==> src/rtl/key_led_pkg.sv <==
// key_led_pkg: mode and LED pattern constants plus pattern helpers for key_led_ctrl.
package key_led_pkg;

    typedef enum logic [1:0] {
        MODE_OFF   = 2'd0,
        MODE_ON    = 2'd1,
        MODE_RUN   = 2'd2,
        MODE_BLINK = 2'd3
    } mode_e;

    localparam logic [3:0] LED_ALL_OFF  = 4'b0000;
    localparam logic [3:0] LED_ALL_ON   = 4'b1111;
    localparam logic [3:0] LED_RUN_INIT = 4'b0001;

    function automatic logic [3:0] init_pattern(input logic [1:0] mode);
        return mode == MODE_RUN ? LED_RUN_INIT : mode == MODE_OFF ? LED_ALL_OFF : LED_ALL_ON;
    endfunction

    // Constant modes simply re-assert their initial pattern on each step.
    function automatic logic [3:0] step_pattern(input logic [1:0] mode, input logic [3:0] pat);
        return mode == MODE_RUN ? {pat[2:0], pat[3]} : mode == MODE_BLINK ? ~pat : init_pattern(mode);
    endfunction

endpackage

==> src/rtl/key_debounce.sv <==
// key_debounce: two-flop synchroniser, debounce counter and one-cycle press pulse for an active-low key.
module key_debounce #(
    parameter int DEBOUNCE_CYCLES = 1_000_000
) (
    input  logic clk,
    input  logic rst,
    input  logic key,
    output logic key_press,
    output logic key_stable
);
    localparam int CW = $clog2(DEBOUNCE_CYCLES);

    logic [1:0]    sync_q;
    logic          key_s, done, stable_q, stable_d, press_q;
    logic [CW-1:0] cnt_q, cnt_d;

    always_comb begin
        key_s    = sync_q[1];
        done     = key_s != stable_q && cnt_q == CW'(DEBOUNCE_CYCLES - 1);
        cnt_d    = (key_s == stable_q || done) ? '0 : cnt_q + 1'b1;
        stable_d = done ? key_s : stable_q;
    end

    always_ff @(posedge clk) begin
        if (rst) begin
            sync_q   <= 2'b11;
            stable_q <= 1'b1;
            cnt_q    <= '0;
            press_q  <= 1'b0;
        end else begin
            sync_q   <= {sync_q[0], key};
            stable_q <= stable_d;
            cnt_q    <= cnt_d;
            press_q  <= stable_q & ~stable_d;
        end
    end

    assign key_press  = press_q;
    assign key_stable = stable_q;

endmodule

==> src/rtl/key_led_ctrl.sv <==
// key_led_ctrl: debounced push-button stepping a 2-bit mode that selects a 4-bit LED animation.
// Define LED_ACTIVE_LOW_EN to drive led inverted for LEDs wired to VCC.
module key_led_ctrl #(
    parameter int DEBOUNCE_CYCLES = 1_000_000,
    parameter int STEP_CYCLES     = 12_500_000
) (
    input  logic       clk,
    input  logic       rst,
    input  logic       key,
    output logic       key_press,
    output logic [1:0] ctrl,
    output logic [3:0] led
);
    import key_led_pkg::*;

    localparam int TW = $clog2(STEP_CYCLES);

    logic          key_stable, mode_chg, step_tick;
    logic [1:0]    ctrl_q, ctrl_prev_q;
    logic [TW-1:0] timer_q, timer_d;
    logic [3:0]    pat_q, pat_d;

    key_debounce #(.DEBOUNCE_CYCLES(DEBOUNCE_CYCLES)) u_debounce (
        .clk       (clk),
        .rst       (rst),
        .key       (key),
        .key_press (key_press),
        .key_stable(key_stable)
    );

    // Folding the pulse in makes ctrl advance on the same edge that raises key_press.
    always_comb begin
        ctrl      = ctrl_q + {1'b0, key_press & ~key_stable};
        mode_chg  = ctrl != ctrl_prev_q;
        step_tick = timer_q == TW'(STEP_CYCLES - 1);
        timer_d   = (mode_chg || step_tick) ? '0 : timer_q + 1'b1;
        pat_d     = mode_chg ? init_pattern(ctrl) : step_tick ? step_pattern(ctrl, pat_q) : pat_q;
    end

    always_ff @(posedge clk) begin
        if (rst) begin
            ctrl_q      <= MODE_OFF;
            ctrl_prev_q <= MODE_OFF;
            timer_q     <= '0;
            pat_q       <= LED_ALL_OFF;
        end else begin
            ctrl_q      <= ctrl;
            ctrl_prev_q <= ctrl;
            timer_q     <= timer_d;
            pat_q       <= pat_d;
        end
    end

`ifdef LED_ACTIVE_LOW_EN
    assign led = ~pat_q;
`else
    assign led = pat_q;
`endif

endmodule

==> config.mk <==
export PLATFORM = sky130hd
export DESIGN_NAME = key_led_ctrl
export DESIGN_NICKNAME = d
export VERILOG_FILES = /design/src/rtl/key_led_pkg.sv /design/src/rtl/key_debounce.sv /design/src/rtl/key_led_ctrl.sv
export SDC_FILE = /design/constraint.sdc
export NUM_CORES = 1
export LEC_CHECK = 0
export BUFFER_PORTS_ARGS = -buffer_cell sky130_fd_sc_hd__buf_2
export CORE_UTILIZATION = 43
export CTS_CLUSTER_DIAMETER = 100
export DETAILED_ROUTE_END_ITERATION = 6
export GPL_TIMING_DRIVEN = 0
export HOLD_SLACK_MARGIN = 0.05
export PLACE_DENSITY = 0.67
export SYNTH_ARGS = -nofsm -noshare
export SYNTH_HDL_FRONTEND = slang
export SYNTH_SLANG_ARGS = --single-unit
==> constraint.sdc <==
create_clock -name clk -period 4 [get_ports clk]
set_input_delay 0.4 -clock clk [delete_from_list [all_inputs] [get_ports clk]]
set_output_delay 0.4 -clock clk [all_outputs]
set_load 0.05 [all_outputs]
==> results.sh, run 1 <==
export IMPL_synthArstFlopShare=0
export IMPL_ff_latch_area_mm2=0.001081
export IMPL_grt_max_degree=17
export IMPL_grt_pass1_vias=2019
export IMPL_syn2layout_area_growth_pct=8.819
export IMPL_port_buffers=9
export IMPL_setup_tns_ns=0
export IMPL_grt_usage=0.1742
export IMPL_worst_pin_slew_ns=0.7749
export IMPL_criticalPathCategory="reg -> reg"
export IMPL_synth_xor_area_share=0.09068
export IMPL_postCtsSetupRepairBufs=0
export IMPL_drt_wl_total_um=4772
export IMPL_netlist_instances=287
export IMPL_post_drt_wl_per_cell_um=12.69
export IMPL_clockBufferDepth=2
export IMPL_clk_pin_slew_ns=0.10
export IMPL_die_area_mm2=0.006150
export IMPL_rsz0062_at_grt="false"
export IMPL_max_freq_mhz=419.6
export IMPL_power_density_mw_per_mm2=315.7
export IMPL_synth_cell_type_count=42
export IMPL_drive_gt1_frac=0.09868
export IMPL_r2r_cells=6
export IMPL_critPathArrivalTime_ns=2.56
export IMPL_cts_hold_fix_buffers=0
export IMPL_r2r_start="u_debounce.cnt_q[0]"
export IMPL_synth_top_area_cell="dfxtp_1"
export IMPL_synthMuxAreaShare=0.007972
export IMPL_skew_ns=0.009314
export IMPL_gp_congestion=0.7745
export IMPL_insertion_delay_ns=0.31
export IMPL_cts_tree="yes"
export IMPL_synth_warning_count=0
export IMPL_avgSynthCellArea_um2=8.750
export IMPL_synth_area_leaders="dfxtp_1 43%, xor2_1 5.9%, nor2_1 4.9%"
export IMPL_fill_cells=531
export IMPL_cap_violations=0
export IMPL_initial_utilization=0.4505
export IMPL_yosysSeqAreaShare=0.4305
export IMPL_multi_input_area_mm2=0.001371
export IMPL_setup_viol=0
export IMPL_drc=0
export IMPL_routed_via_density=5.524
export IMPL_synth_ff_type="dfxtp_1"
export IMPL_core_area_mm2=0.005574
export IMPL_antenna_left=0
export IMPL_outcome="finished clean"
export IMPL_grt_pass1_wl_um=8700
export IMPL_crit_path_start="u_debounce.cnt_q[0]"
export IMPL_slowest_stage="o21ai_1"
export IMPL_fin_crit_sh=0.5958
export IMPL_cts_resized=0
export IMPL_cp_start_kind="flip-flop"
export IMPL_worstPathRequired_ns=4.18
export IMPL_hold_violations=0
export IMPL_dp_hpwl_um=3390
export IMPL_diodes=0
export IMPL_final_max_slew_viol_count=0
export IMPL_yosys_area_share_simple=0.3104
export IMPL_synth_top_family_by_area="simple AND/OR/NAND/NOR gates"
export IMPL_grt_ovfl_total=0
export IMPL_ys_ff_latch=54
export IMPL_ctsRootBufferMaster="clkbuf_8"
export IMPL_antenna_found_initial=0
export IMPL_synth_top_cell_area_share=0.4305
export IMPL_postSynthNetCount=293
export IMPL_boundaryPins=10
export IMPL_endpoint="u_debounce.cnt_q[7]"
export IMPL_row_count=27
export IMPL_r2r_slack_ns=1.62
export IMPL_synthAdderAreaFrac=0.01495
export IMPL_crit_fanout=10
export IMPL_ir_worst_vdd_mv=0.1901
export IMPL_fin_ws_ns=1.617
export IMPL_die_h_um=78.42
export IMPL_r2r_end="u_debounce.cnt_q[7]"
export IMPL_finalCriticalPeriod_ns=2.383
export IMPL_via_count=2077
export IMPL_clock_sinks=54
export IMPL_hold_class="in -> reg"
export IMPL_synth_area_mm2=0.002511
export IMPL_cts_made_buffers=5
export IMPL_final_nets=309
export IMPL_worstHoldStart="key"
export IMPL_cp_slowest_stage_delay_ns=0.66
export IMPL_slew_limit_headroom=0.4799
export IMPL_leakagePower_nw=0.9242
export IMPL_die_w_um=78.42
export IMPL_first_pass_iters=4
export IMPL_htreeDepth=2
export IMPL_synth_compound_area_share=0.1221
export IMPL_dpl_worst_slack_ns=1.614
export IMPL_drt_iter0_drc=58
export IMPL_worstPathCellList="ha_1 > and2_1 > nand2_1 > o21ai_1 > clkbuf_1 > nor2_1"
export IMPL_end_kind="flip-flop"
export IMPL_synth_edff_count=0
-- worst min path at each step --
stage | cells after the start | end
2_1_floorplan | 1 | u_debounce.sync_q[1]
3_3_place_gp | 1 | u_debounce.sync_q[1]
3_5_place_dp | 1 | u_debounce.sync_q[1]
4_1_cts | 2 | u_debounce.sync_q[0]
5_1_grt | 2 | u_debounce.sync_q[0]
6_report | 2 | u_debounce.sync_q[0]
-- per-layer routing --
metal	GRT usage	part of all wire	up-vias	wire, um
li1	-	-	1074	-
met1	0.2070	0.48	978	2275
met2	0.3053	0.48	19	2312
met3	0.04302	0.027	6	129
met4	0.05741	0.012	0	55
met5	0	0	-	0
-- kinds of logic (layout without fill, tap and decap cells) --
group / Yosys count / in the layout
adders and majority gates: 3 / 3
buffers and inverters: 15 / 32
muxes: 2 / 2
AOI/OAI and AO/OA: 50 / 50
xor gates and xnor gates: 26 / 26
and+or+nand+nor: 137 / 137
DFF: 54 / 54
-- per-stage QoR --
| stage | total power, mW | utilization | instances | instance area (um^2) | hold WS (ns) |
|---|---|---|---|---|---|
| 5_1_grt | 0.8996 | 0.4902 | 376 | 2733 | 0.2575 |
| 3_3_place_gp | 0.5728 | 0.4747 | 368 | 2646 | 0.3923 |
| 6_report | 0.8628 | 0.4902 | 376 | 2733 | 0.2725 |
| 4_1_cts | 0.8757 | 0.4902 | 376 | 2733 | 0.2620 |
| 2_1_floorplan | 0.5669 | - | 287 | 2511 | 0.3895 |
| 3_5_place_dp | 0.5729 | 0.4747 | 368 | 2646 | 0.4025 |
-- cell type report --
class,count,area share
Buffer,11,0.01603
Clock buffer,6,0.02656
Clock inverter,2,0.005037
Inverter,4,0.005495
Multi-Input combinational cell,218,0.5018
Sequential cell,54,0.3956
Tap cell,72,0.03297
Timing Repair Buffer,9,0.01648
-- registers in the layout, summed over array words and instances (netlist names) --
name	flops
u_debounce.cnt_q	20
u_debounce.sync_q	2
u_debounce.key_press	1
u_debounce.key_stable	1
ctrl_prev_q	2
led	4
timer_q	24
-- placed cells by master (no fill, tap or decap), types with 4 or more instances in the layout --
cell	instances
dfxtp_1	54
nor2_1	33
a21oi_1	23
nand2_1	18
xor2_1	17
nand4_1	14
nand3_1	12
buf_2	11
clkbuf_1	10
or4_1	9
o21ai_0	9
xnor2_1	9
o31ai_1	8
and3_1	7
or3_1	6
and4_1	5
nor3_1	5
clkbuf_8	5
nor2b_1	4
and2_1	4
inv_1	4
-- cell usage after synthesis, drive strengths merged (8+ instances only) --
cell    instances
a21oi          23
and3            8
clkbuf          9
dfxtp          54
nand2          18
nand3          12
nand4          16
nor2           33
o21ai          11
o31ai           8
or4             9
xnor2           9
xor2           17
-- report_power, final --
part | switching (mW) | leakage, nW | internal (mW)
Sequential | 0.00310 | 0.436 | 0.541
Clock | 0.179 | 0.0452 | 0.124
Combinational | 0.0103 | 0.443 | 0.00567
-- critical path, delay by kind of cell, from the launching register on --
kind	cells	cell delay [ns]
compound gates	1	0.66
simple gates	3	0.54
fa+ha+maj	1	0.23
flops	1	0.39
buf+inv	1	0.43
Note: power is estimated with default switching activity, not from simulation.
==> run 2: changes to the inputs <==
==> constraint.sdc (replaced) <==
create_clock -name clk -period 2.2 [get_ports clk]
set_input_delay 0.22 -clock clk [delete_from_list [all_inputs] [get_ports clk]]
set_output_delay 0.22 -clock clk [all_outputs]
set_load 0.05 [all_outputs]
==> run 2 against run 1 <==
Effect of this change:
- die area stayed put
- sequential cell count is the same
- fmax increased by 17%
- setup slack worse by 1.5 ns
- global-route usage about the same
- routed wire length rose by 1.2%
- via count rose by 0.91%
- utilization rose by 0.76 points
- critical path depth fell by 1
- worst hold slack got worse by 0.19 ns
- final area up 1.6%
- largest power group unchanged
- highest routed layer unchanged
==> results.sh, run 2 (synthesis gave the netlist of run 1 again) <==
export IMPL_power_internal_mw=1.222
export IMPL_hold_class="in -> reg"
export IMPL_cp_slowest_stage_delay_ns=0.52
export IMPL_worstPathRequired_ns=2.45
export IMPL_power_density_mw_per_mm2=567.3
export IMPL_end_kind="flip-flop"
export IMPL_initial_utilization=0.4505
export IMPL_routed_via_density=5.560
export IMPL_crit_family="simple AND/OR/NAND/NOR gates"
export IMPL_dp_hpwl_um=3441
export IMPL_grt_pass1_wl_um=8659
export IMPL_cts_made_buffers=5
export IMPL_cts_tree="yes"
export IMPL_syn2layout_area_growth_pct=10.51
export IMPL_port_buffers=9
export IMPL_crit_fanout=8
export IMPL_clkPwrFrac=0.351
export IMPL_via_count=2096
export IMPL_htreeDepth=2
export IMPL_first_pass_iters=4
export IMPL_drc=0
export IMPL_final_cell_mix="54 x dfxtp_1, 33 x nor2_1, 23 x a21oi_1, 18 x nand2_1, 16 x xor2_1"
export IMPL_comb_power_share=0.020
export IMPL_setup_viol=0
export IMPL_clk_pin_slew_ns=0.10
export IMPL_ctsRootBufferMaster="clkbuf_8"
export IMPL_grt_ovfl_total=0
export IMPL_pwr_share_seq=0.628
export IMPL_worst_hold_slack_ns=0.08690
export IMPL_diodes=0
export IMPL_grt_pass1_vias=1915
export IMPL_die_h_um=78.42
export IMPL_top_register="timer_q"
export IMPL_clock_sinks=54
export IMPL_drt_iter0_drc=165
export IMPL_final_max_slew_viol_count=0
export IMPL_setup_tns_ns=0
export IMPL_ir_worst_vdd_mv=0.4278
export IMPL_r2r_start="u_debounce.cnt_q[7]"
export IMPL_max_freq_mhz=489.7
export IMPL_slowest_stage="or4_1"
export IMPL_worstHoldStart="key"
export IMPL_insertion_delay_ns=0.31
export IMPL_criticalPathCategory="reg -> reg"
export IMPL_cap_violations=0
export IMPL_boundaryPins=10
export IMPL_finalCriticalPeriod_ns=2.042
export IMPL_final_common_cell="dfxtp_1"
export IMPL_clockBufferDepth=2
export IMPL_crit_path_start="u_debounce.cnt_q[7]"
export IMPL_skew_ns=0.009832
export IMPL_drt_wl_total_um=4828
export IMPL_grt_usage=0.1742
export IMPL_outcome="finished clean"
export IMPL_cp_start_kind="flip-flop"
export IMPL_worst_pin_slew_ns=0.4052
export IMPL_path_buf_inv=1
export IMPL_grt_max_degree=17
export IMPL_gp_congestion=0.8174
export IMPL_leakagePower_nw=0.9402
export IMPL_worstPathCellList="nand4_2 > or4_1 > buf_2 > or4b_1 > a21oi_1"
export IMPL_p_total_mw=1.574
export IMPL_row_count=27
export IMPL_finish_utilization=0.4979
export IMPL_rsz0062_at_grt="false"
export IMPL_drive_gt1_frac=0.1311
export IMPL_critPathArrivalTime_ns=2.29
export IMPL_hold_violations=0
export IMPL_final_nets=310
export IMPL_antenna_left=0
export IMPL_core_area_mm2=0.005574
export IMPL_die_w_um=78.42
export IMPL_fin_crit_sh=0.9283
export IMPL_p_sw_frac=0.2240
export IMPL_antenna_found_initial=0
export IMPL_post_drt_wl_per_cell_um=12.81
export IMPL_slew_limit_headroom=0.7299
export IMPL_largest_reg_flops=24
export IMPL_die_area_mm2=0.006150
export IMPL_switching_power_mw=0.3527
run 2: layout make-up:
cell class / count / area [um^2]
Buffer: 11 / 48.80
Clock buffer: 6 / 72.57
Clock inverter: 2 / 13.76
Fill cell: 541 / 2799
Inverter: 4 / 15.01
Multi-Input combinational cell: 218 / 1401
Sequential cell: 54 / 1081
Tap cell: 72 / 90.09
Timing Repair Buffer: 10 / 52.55
run 2: metrics by stage:
stage	cells	cell area, um^2	setup slack [ns]
floorplan	287	2525	0.003088
global placement	368	2660	-0.1356
detailed placement	368	2660	-0.1795
CTS	376	2751	0.05061
global route	377	2775	0.004966
finish	377	2775	0.1578
run 2: final timing paths:
kind	to	slack (ns)	cells past startpoint
worst max-delay path	u_debounce.cnt_q[17]	0.16	5
worst min-delay path	u_debounce.sync_q[0]	0.09	2
worst max register to register	u_debounce.cnt_q[17]	0.16	5
worst min register to register	u_debounce.sync_q[1]	0.42	1
run 2: power groups by stage:
stage	clock (mW)	sequential (mW)	combinational (mW)
2_1_floorplan	0	1.01	0.0206
5_1_grt	0.615	0.991	0.0361
6_report	0.553	0.989	0.0321
4_1_cts	0.570	0.989	0.0304
3_3_place_gp	0	1.01	0.0299
3_5_place_dp	0	1.01	0.0299
run 2: routing by layer:
layer | global-route usage | part of all wire | vias to the layer above
met1 | 0.2332 | 0.52 | 973
met3 | 0.03488 | 0.028 | 6
met2 | 0.2763 | 0.44 | 40
li1 | - | - | 1077
met4 | 0.06481 | 0.015 | 0
met5 | 0 | 0 | -
run 2: timing repair:
item	4_1_cts	5_1_grt
buffers inserted	0	1
endpoints found under the setup margin	10	30
hold buffers	0	0
pin swaps	0	1
gates resized for setup	2	4
